==> src/rtl/peripheral_noc_pkg.sv <==
// -----------------------------------------------------------------------------
// peripheral_noc_pkg
//   Shared NoC types for the peripheral/tile side of the mesh.
//   - NOC_FLIT_WIDTH : default flit payload width used across the NoC
//   - noc_flit_t     : one flit payload
//   - noc_entry_t    : one stored flit plus its end-of-packet marker
//   - counter_width  : width of a counter that must hold 0..depth inclusive
// -----------------------------------------------------------------------------
package peripheral_noc_pkg;

   localparam int NOC_FLIT_WIDTH = 32;

   typedef logic [NOC_FLIT_WIDTH-1:0] noc_flit_t;

   typedef struct packed {
      noc_flit_t flit;
      logic      last;
   } noc_entry_t;

   // A counter of stored items must represent DEPTH itself, not just DEPTH-1.
   function automatic int counter_width(input int depth);
      return $clog2(depth + 1);
   endfunction

endpackage

==> src/rtl/soc_noc_packet_buffer_fifo_core.sv <==
// -----------------------------------------------------------------------------
// soc_noc_fifo_core
//   Flit storage for the packet buffer: memory, read/write pointers, fill level
//   and the write-side ready. The caller qualifies push/pop with ready/valid,
//   so push is only raised while push_ready=1 and pop only while fill_level!=0.
// Ports
//   clk, rst_n              clock, asynchronous active-low reset
//   push, push_flit,
//   push_last, push_ready   write side; push_ready depends on registered state only
//   pop, pop_flit, pop_last read side; pop_* is the head entry, read combinationally
//   fill_level              number of stored entries (0..DEPTH)
// -----------------------------------------------------------------------------
module soc_noc_fifo_core
   import peripheral_noc_pkg::*;
#(
   parameter  int FLIT_WIDTH = NOC_FLIT_WIDTH,
   parameter  int DEPTH      = 16,
   localparam int CW         = counter_width(DEPTH)
) (
   input  logic                  clk,
   input  logic                  rst_n,
   input  logic                  push,
   input  logic [FLIT_WIDTH-1:0] push_flit,
   input  logic                  push_last,
   output logic                  push_ready,
   input  logic                  pop,
   output logic [FLIT_WIDTH-1:0] pop_flit,
   output logic                  pop_last,
   output logic [CW-1:0]         fill_level
);

   localparam int AW = $clog2(DEPTH);

   typedef struct packed {
      logic [FLIT_WIDTH-1:0] flit;
      logic                  last;
   } entry_t;

   entry_t          mem [DEPTH];
   logic [AW-1:0]   wr_ptr;
   logic [AW-1:0]   rd_ptr;
   logic            rst_done;

   // NOTE: storage has no reset; contents are only observable after a push
   // has written them, and leaving it out keeps the array mappable to RAM.
   always_ff @(posedge clk) begin
      if (push) begin
         mem[wr_ptr] <= '{flit: push_flit, last: push_last};
      end
   end

   // NOTE: sequential state uses non-blocking assignments so every register
   // samples the pre-edge values regardless of statement order.
   always_ff @(posedge clk or negedge rst_n) begin
      if (!rst_n) begin
         wr_ptr     <= '0;
         rd_ptr     <= '0;
         fill_level <= '0;
         rst_done   <= 1'b0;
      end else begin
         rst_done <= 1'b1;
         // DEPTH is a power of two, so natural pointer overflow is the wrap.
         if (push) wr_ptr <= wr_ptr + AW'(1);
         if (pop)  rd_ptr <= rd_ptr + AW'(1);
         case ({push, pop})
            2'b10:   fill_level <= fill_level + CW'(1);
            2'b01:   fill_level <= fill_level - CW'(1);
            default: fill_level <= fill_level;
         endcase
      end
   end

   // Held low through reset and until the first edge after release. Being
   // registered-only, a pop in the same cycle never frees a slot early.
   assign push_ready = rst_done && (fill_level != CW'(DEPTH));

   assign pop_flit = mem[rd_ptr].flit;
   assign pop_last = mem[rd_ptr].last;

endmodule

==> src/rtl/soc_noc_packet_buffer.sv <==
// -----------------------------------------------------------------------------
// soc_noc_packet_buffer
//   Injection buffer between a tile's NoC adapter and the mesh router input.
//   With FULLPACKET=1 a packet is offered to the router only once its last
//   flit is stored; if one oversize packet fills the FIFO, the buffer falls
//   back to cut-through for that packet (fwd_lock) so it cannot deadlock.
//   With FULLPACKET=0 it is a plain FIFO.
// Ports
//   clk, rst_n                           clock, asynchronous active-low reset
//   in_flit, in_last, in_valid, in_ready tile side (ready/valid)
//   out_flit, out_last, out_valid,
//   out_ready                            router side (ready/valid)
//   fill_level                           stored flits
//   packet_count                         stored complete packets
// -----------------------------------------------------------------------------
module soc_noc_packet_buffer
   import peripheral_noc_pkg::*;
#(
   parameter  int FLIT_WIDTH = NOC_FLIT_WIDTH,
   parameter  int DEPTH      = 16,
   parameter  int FULLPACKET = 1,
   localparam int CW         = counter_width(DEPTH)
) (
   input  logic                  clk,
   input  logic                  rst_n,
   input  logic [FLIT_WIDTH-1:0] in_flit,
   input  logic                  in_last,
   input  logic                  in_valid,
   output logic                  in_ready,
   output logic [FLIT_WIDTH-1:0] out_flit,
   output logic                  out_last,
   output logic                  out_valid,
   input  logic                  out_ready,
   output logic [CW-1:0]         fill_level,
   output logic [CW-1:0]         packet_count
);

   logic push;
   logic pop;
   logic push_eop;
   logic pop_eop;
   logic fwd_lock;

   assign push     = in_valid && in_ready;
   assign pop      = out_valid && out_ready;
   assign push_eop = push && in_last;
   assign pop_eop  = pop && out_last;

   soc_noc_fifo_core #(
      .FLIT_WIDTH (FLIT_WIDTH),
      .DEPTH      (DEPTH)
   ) u_fifo_core (
      .clk        (clk),
      .rst_n      (rst_n),
      .push       (push),
      .push_flit  (in_flit),
      .push_last  (in_last),
      .push_ready (in_ready),
      .pop        (pop),
      .pop_flit   (out_flit),
      .pop_last   (out_last),
      .fill_level (fill_level)
   );

   always_ff @(posedge clk or negedge rst_n) begin
      if (!rst_n) begin
         packet_count <= '0;
      end else begin
         case ({push_eop, pop_eop})
            2'b10:   packet_count <= packet_count + CW'(1);
            2'b01:   packet_count <= packet_count - CW'(1);
            default: packet_count <= packet_count;
         endcase
      end
   end

   // A full FIFO holding no complete packet can only be one packet larger
   // than the buffer; let it stream until its last flit has left.
   always_ff @(posedge clk or negedge rst_n) begin
      if (!rst_n) begin
         fwd_lock <= 1'b0;
      end else if (pop_eop) begin
         fwd_lock <= 1'b0;
      end else if ((fill_level == CW'(DEPTH)) && (packet_count == '0)) begin
         fwd_lock <= 1'b1;
      end
   end

   // NOTE: every always_comb output gets a default first so no path leaves
   // it unassigned, which would otherwise infer a latch.
   always_comb begin
      out_valid = 1'b0;
      if (fill_level != '0) begin
         if (FULLPACKET == 0) begin
            out_valid = 1'b1;
         end else begin
            out_valid = (packet_count != '0) || fwd_lock;
         end
      end
   end

endmodule

==> config.mk <==
export PLATFORM = sky130hd
export DESIGN_NAME = soc_noc_packet_buffer
export DESIGN_NICKNAME = d
export VERILOG_FILES = /design/src/rtl/peripheral_noc_pkg.sv /design/src/rtl/soc_noc_packet_buffer_fifo_core.sv /design/src/rtl/soc_noc_packet_buffer.sv
export SDC_FILE = /design/constraint.sdc
export NUM_CORES = 1
export LEC_CHECK = 0
export ABC_AREA = 1
export CORE_ASPECT_RATIO = 2
export CORE_MARGIN = 5
export CORE_UTILIZATION = 36
export DETAILED_ROUTE_END_ITERATION = 8
export MAX_ROUTING_LAYER = met4
export PLACE_DENSITY_LB_ADDON = 0.12
export SYNTH_ARGS = -nofsm -noshare
export SYNTH_HDL_FRONTEND = slang
export SYNTH_SLANG_ARGS = --single-unit
==> constraint.sdc <==
create_clock -name clk -period 3.8 [get_ports clk]
set_input_delay 1.14 -clock clk [delete_from_list [all_inputs] [get_ports clk]]
set_output_delay 1.14 -clock clk [all_outputs]
set_load 0.005 [all_outputs]
==> summary.md <==
| Metric | Value |
|---|---|
| IO buf count | between 80 and 90 |
| Synth Warn # | 0 |
| GPL Wtd Cong | 0.749 |
| Met1 GRT Util | 23.3% |
| Worst hold path class | reg -> reg |
| Power density cells | 764 nW/µm² |
| Commonest cells post-synth | edfxtp_1, nor2_1, o21ai_0, o211ai_1, nand3_1 |
| Global routing's busiest layer | met2 |
| Post-route minimum period | 3.84 ns |
| CTS H-tree lvls | 2 |
| Rows | 128 |
| Layout fillers | 5584 |
| Root Buffer | clkbuf_16 |
| Area growth from synthesis to layout | 20.5% |
| Mapped cell area | 22000 µm² |
| CTS Buf Count | 49 |
| Final Instance Area | 26500 µm² |
| Final hold vios | 0 |
| DRT iter0 DRCs | 1072 |
| Violated checks | setup timing |
| Max_cap viols | 0 |
| Via count | 13900 |
| RSZ-0062 raised after global routing | yes |
| Post-DRT Antenna Nets | 0 |
| Die height | 360 µm |
| Post-synthesis cell type count | 26 |
| Die Wd | 185 µm |
| Synth area leaders | edfxtp_1, nor2_1, o21ai_0, o211ai_1, dfrtp_1 |
| VDD IR max | 0.527 mV |
| #FFs+latches synth | 548 |
| Cell with the most instances after synthesis | edfxtp_1 |
| Sequential share of the synthesized area | 74.3% |
| Total power | 20.3 mW |
| Period utilisation layout | 101% |
| Top_reg_cell synth | edfxtp_1 |
| Die Area | 66500 µm² |
| FMAX | 0.260 GHz |
| Max-slew headroom | 45.7% |
| Critical Path RT | 2.66 ns |
| Longest Clk Path Bufs | 3 |
| Drt drc | 0 |
| Final setup vio count | 1 |
| Pin count of the biggest net entering global routing | 99 |
| Grt met3 use | 2.12% |
| Clock transition at path regs | 0.06 ns |
| Area leader, netlist | edfxtp_1 |
| Crit end category | output pin |
| Leak | 9.01 nW |
| Final #Nets | 1876 |
| Worst setup SP type | register |
| TritonCTS Sinks | ~550 |
| Final Skew | 0.0213 ns |
| Fraction of layout cells with a size suffix above 1 | 10.5% |
| Initial Util | 36.2% |
| CTS tree | built |
| Syn Area/Cell | ~13 µm² |
| Async set or reset register ratio after synthesis | 3.65% |
| Measured slew at the worst slew-check pin | 0.813 ns |
| Via/cell ratio | 5.26 |
| Crit path DAT | 2.70 ns |
| Core Area | 60900 µm² |
| # IOs | 82 |
| Post-Place Worst Slack | approximately 0.33 ns |
| CP max FO | a little under 100 |
| All-Layer GR Usage | 18.8% |
| HPWL after DPL | 31400 µm |
| Post-synth EDFFs | 528 |
| Wirelength per Cell | 24.1 µm |
| First-pass GRT wire length | 91000 µm |
| Syn nets | about 1800 |
| Cell Area, Placed | between 20000 and 25000 µm² |
| Met2 Resource Use GR | 32.0% |
| Routed WL | 63800 µm |
| Worst skew pair latency | 0.59 ns |
| Global route overflow | 0 |
| Crit Path Category | reg -> out |
| Final slew viol count | 0 |
| DR pass1 iterations | 5 |
| Yosys top cell area share | a little over 70% |
| Status | finished with violations |
| Post-synthesis instance total | 1703 |
| Worst setup margin | -0.0426 ns |
| Initial antenna violation count | 2 |
| Vias in the first global route | 13900 |
## flip-flops by register name, indices dropped and copies added, names as in the netlist
name	flops
packet_count	5
u_fifo_core.rst_done	1
u_fifo_core.wr_ptr	4
u_fifo_core.rd_ptr	4
u_fifo_core.fill_level	5
fwd_lock	1
u_fifo_core.mem	528
## metal layers
metal  wire, µm  vias to the layer above
met5          0                        -
met3       2620                       97
met2      33700                      348
met4       1860                        0
li1           -                     6440
met1      25600                     7015
## path summary, 6_finish.rpt
path / slack [ns] / depth (start not counted) / start / endpoint
hold reg to reg: 0.54 / 1 / u_fifo_core.wr_ptr[3]$_DFFE_PN0P_ / u_fifo_core.wr_ptr[3]$_DFFE_PN0P_
max in group asynchronous: 2.16 / 1 / rst_n / u_fifo_core.rd_ptr[1]$_DFFE_PN0P_
setup / recovery: -0.04 / 6 / u_fifo_core.rd_ptr[1]$_DFFE_PN0P_ / out_flit[23]
min in group asynchronous: 1.03 / 1 / rst_n / u_fifo_core.fill_level[1]$_DFFE_PN0P_
hold / removal: 0.54 / 1 / u_fifo_core.wr_ptr[3]$_DFFE_PN0P_ / u_fifo_core.wr_ptr[3]$_DFFE_PN0P_
setup reg to reg: 0.92 / 19 / u_fifo_core.rd_ptr[0]$_DFFE_PN0P_ / packet_count[4]$_DFFE_PN0P_
## area by class of cell
type                    count  area [µm²]  area share (%)
inverters                  55         233           0.877
well taps                 780         976            3.68
clock inverters            26         196           0.741
repair inverters            3        66.3           0.250
repair buffers            177        2330            8.77
flip-flops and latches    548       16400            61.7
multi-input cells         990        5040            19.0
clock buffers              63        1320            4.98
diodes                      2        5.00          0.0189
## what timing repair did
action / in CTS / in global routing
cloned: 11 / 11
pin swaps: 11 / 29
setup endpoints to repair: 32 / 28
gates resized for setup: 34 / 57
hold buffers: 0 / 0
setup buffers: 10 / 7
## report_power, final
group          total [mW]  internal (mW)  switching [mW]  leakage (nW)
sequential           7.22           7.03           0.192          4.99
combinational        8.20           3.31            4.89          3.28
clock                4.85           2.65            2.19         0.735
total                20.3           13.0            7.27          9.01
## stage by stage
| stage | util, % | TNS [ns] | instances | hold WS (ns) |
|---|---|---|---|---|
| 2_1_floorplan | - | 0 | 1703 | 0.483 |
| 3_3_place_gp | 39.5 | 0 | 2514 | 0.514 |
| 3_5_place_dp | 39.5 | 0 | 2514 | 0.530 |
| 4_1_cts | 42.8 | -1.72 | 2624 | 0.538 |
| 5_1_grt | 43.6 | -0.567 | 2644 | 0.588 |
| 6_report | 43.6 | -0.0426 | 2644 | 0.538 |
## worst max-delay path, cell delays in order, from the launching register on
cell and delay, ns:
dfrtp_4 0.50, buf_16 0.35, o21ai_0 0.16, o211ai_1 0.35
nand3_1 0.13, nand2_1 0.09, clkdlybuf4s50_1 0.50
## logic make-up (layout without fill, tap and decap cells)
group / after synthesis / after routing / synth area share, %
flip-flops: 548 / 548 / 74.3
AND/OR/NAND/NOR: 542 / 542 / 9.75
AO/OA/AOI/OAI: 420 / 420 / 11.0
buffers and inverters: 165 / 324 / 3.52
adder cells (fa/ha/maj): 15 / 15 / 0.921
XOR/XNOR: 12 / 12 / 0.477
other: 1 / 3 / 0.0170
## cells in the final DEF, fill, tap and decap left out, types with 16 or more instances in the layout
cell,netlist,final
a21oi_1,22,22
buf_16,0,21
buf_4,10,48
clkbuf_16,0,60
clkdlybuf4s50_1,0,56
dfrtp_1,20,16
dlymetal6s2s_1,0,20
edfxtp_1,528,528
inv_1,54,52
nand2_1,76,67
nand3_1,84,83
nor2_1,379,363
nor2_4,0,16
o211ai_1,128,128
o21ai_0,252,246
o21ai_1,14,20
(Power assumes the default switching activity.)
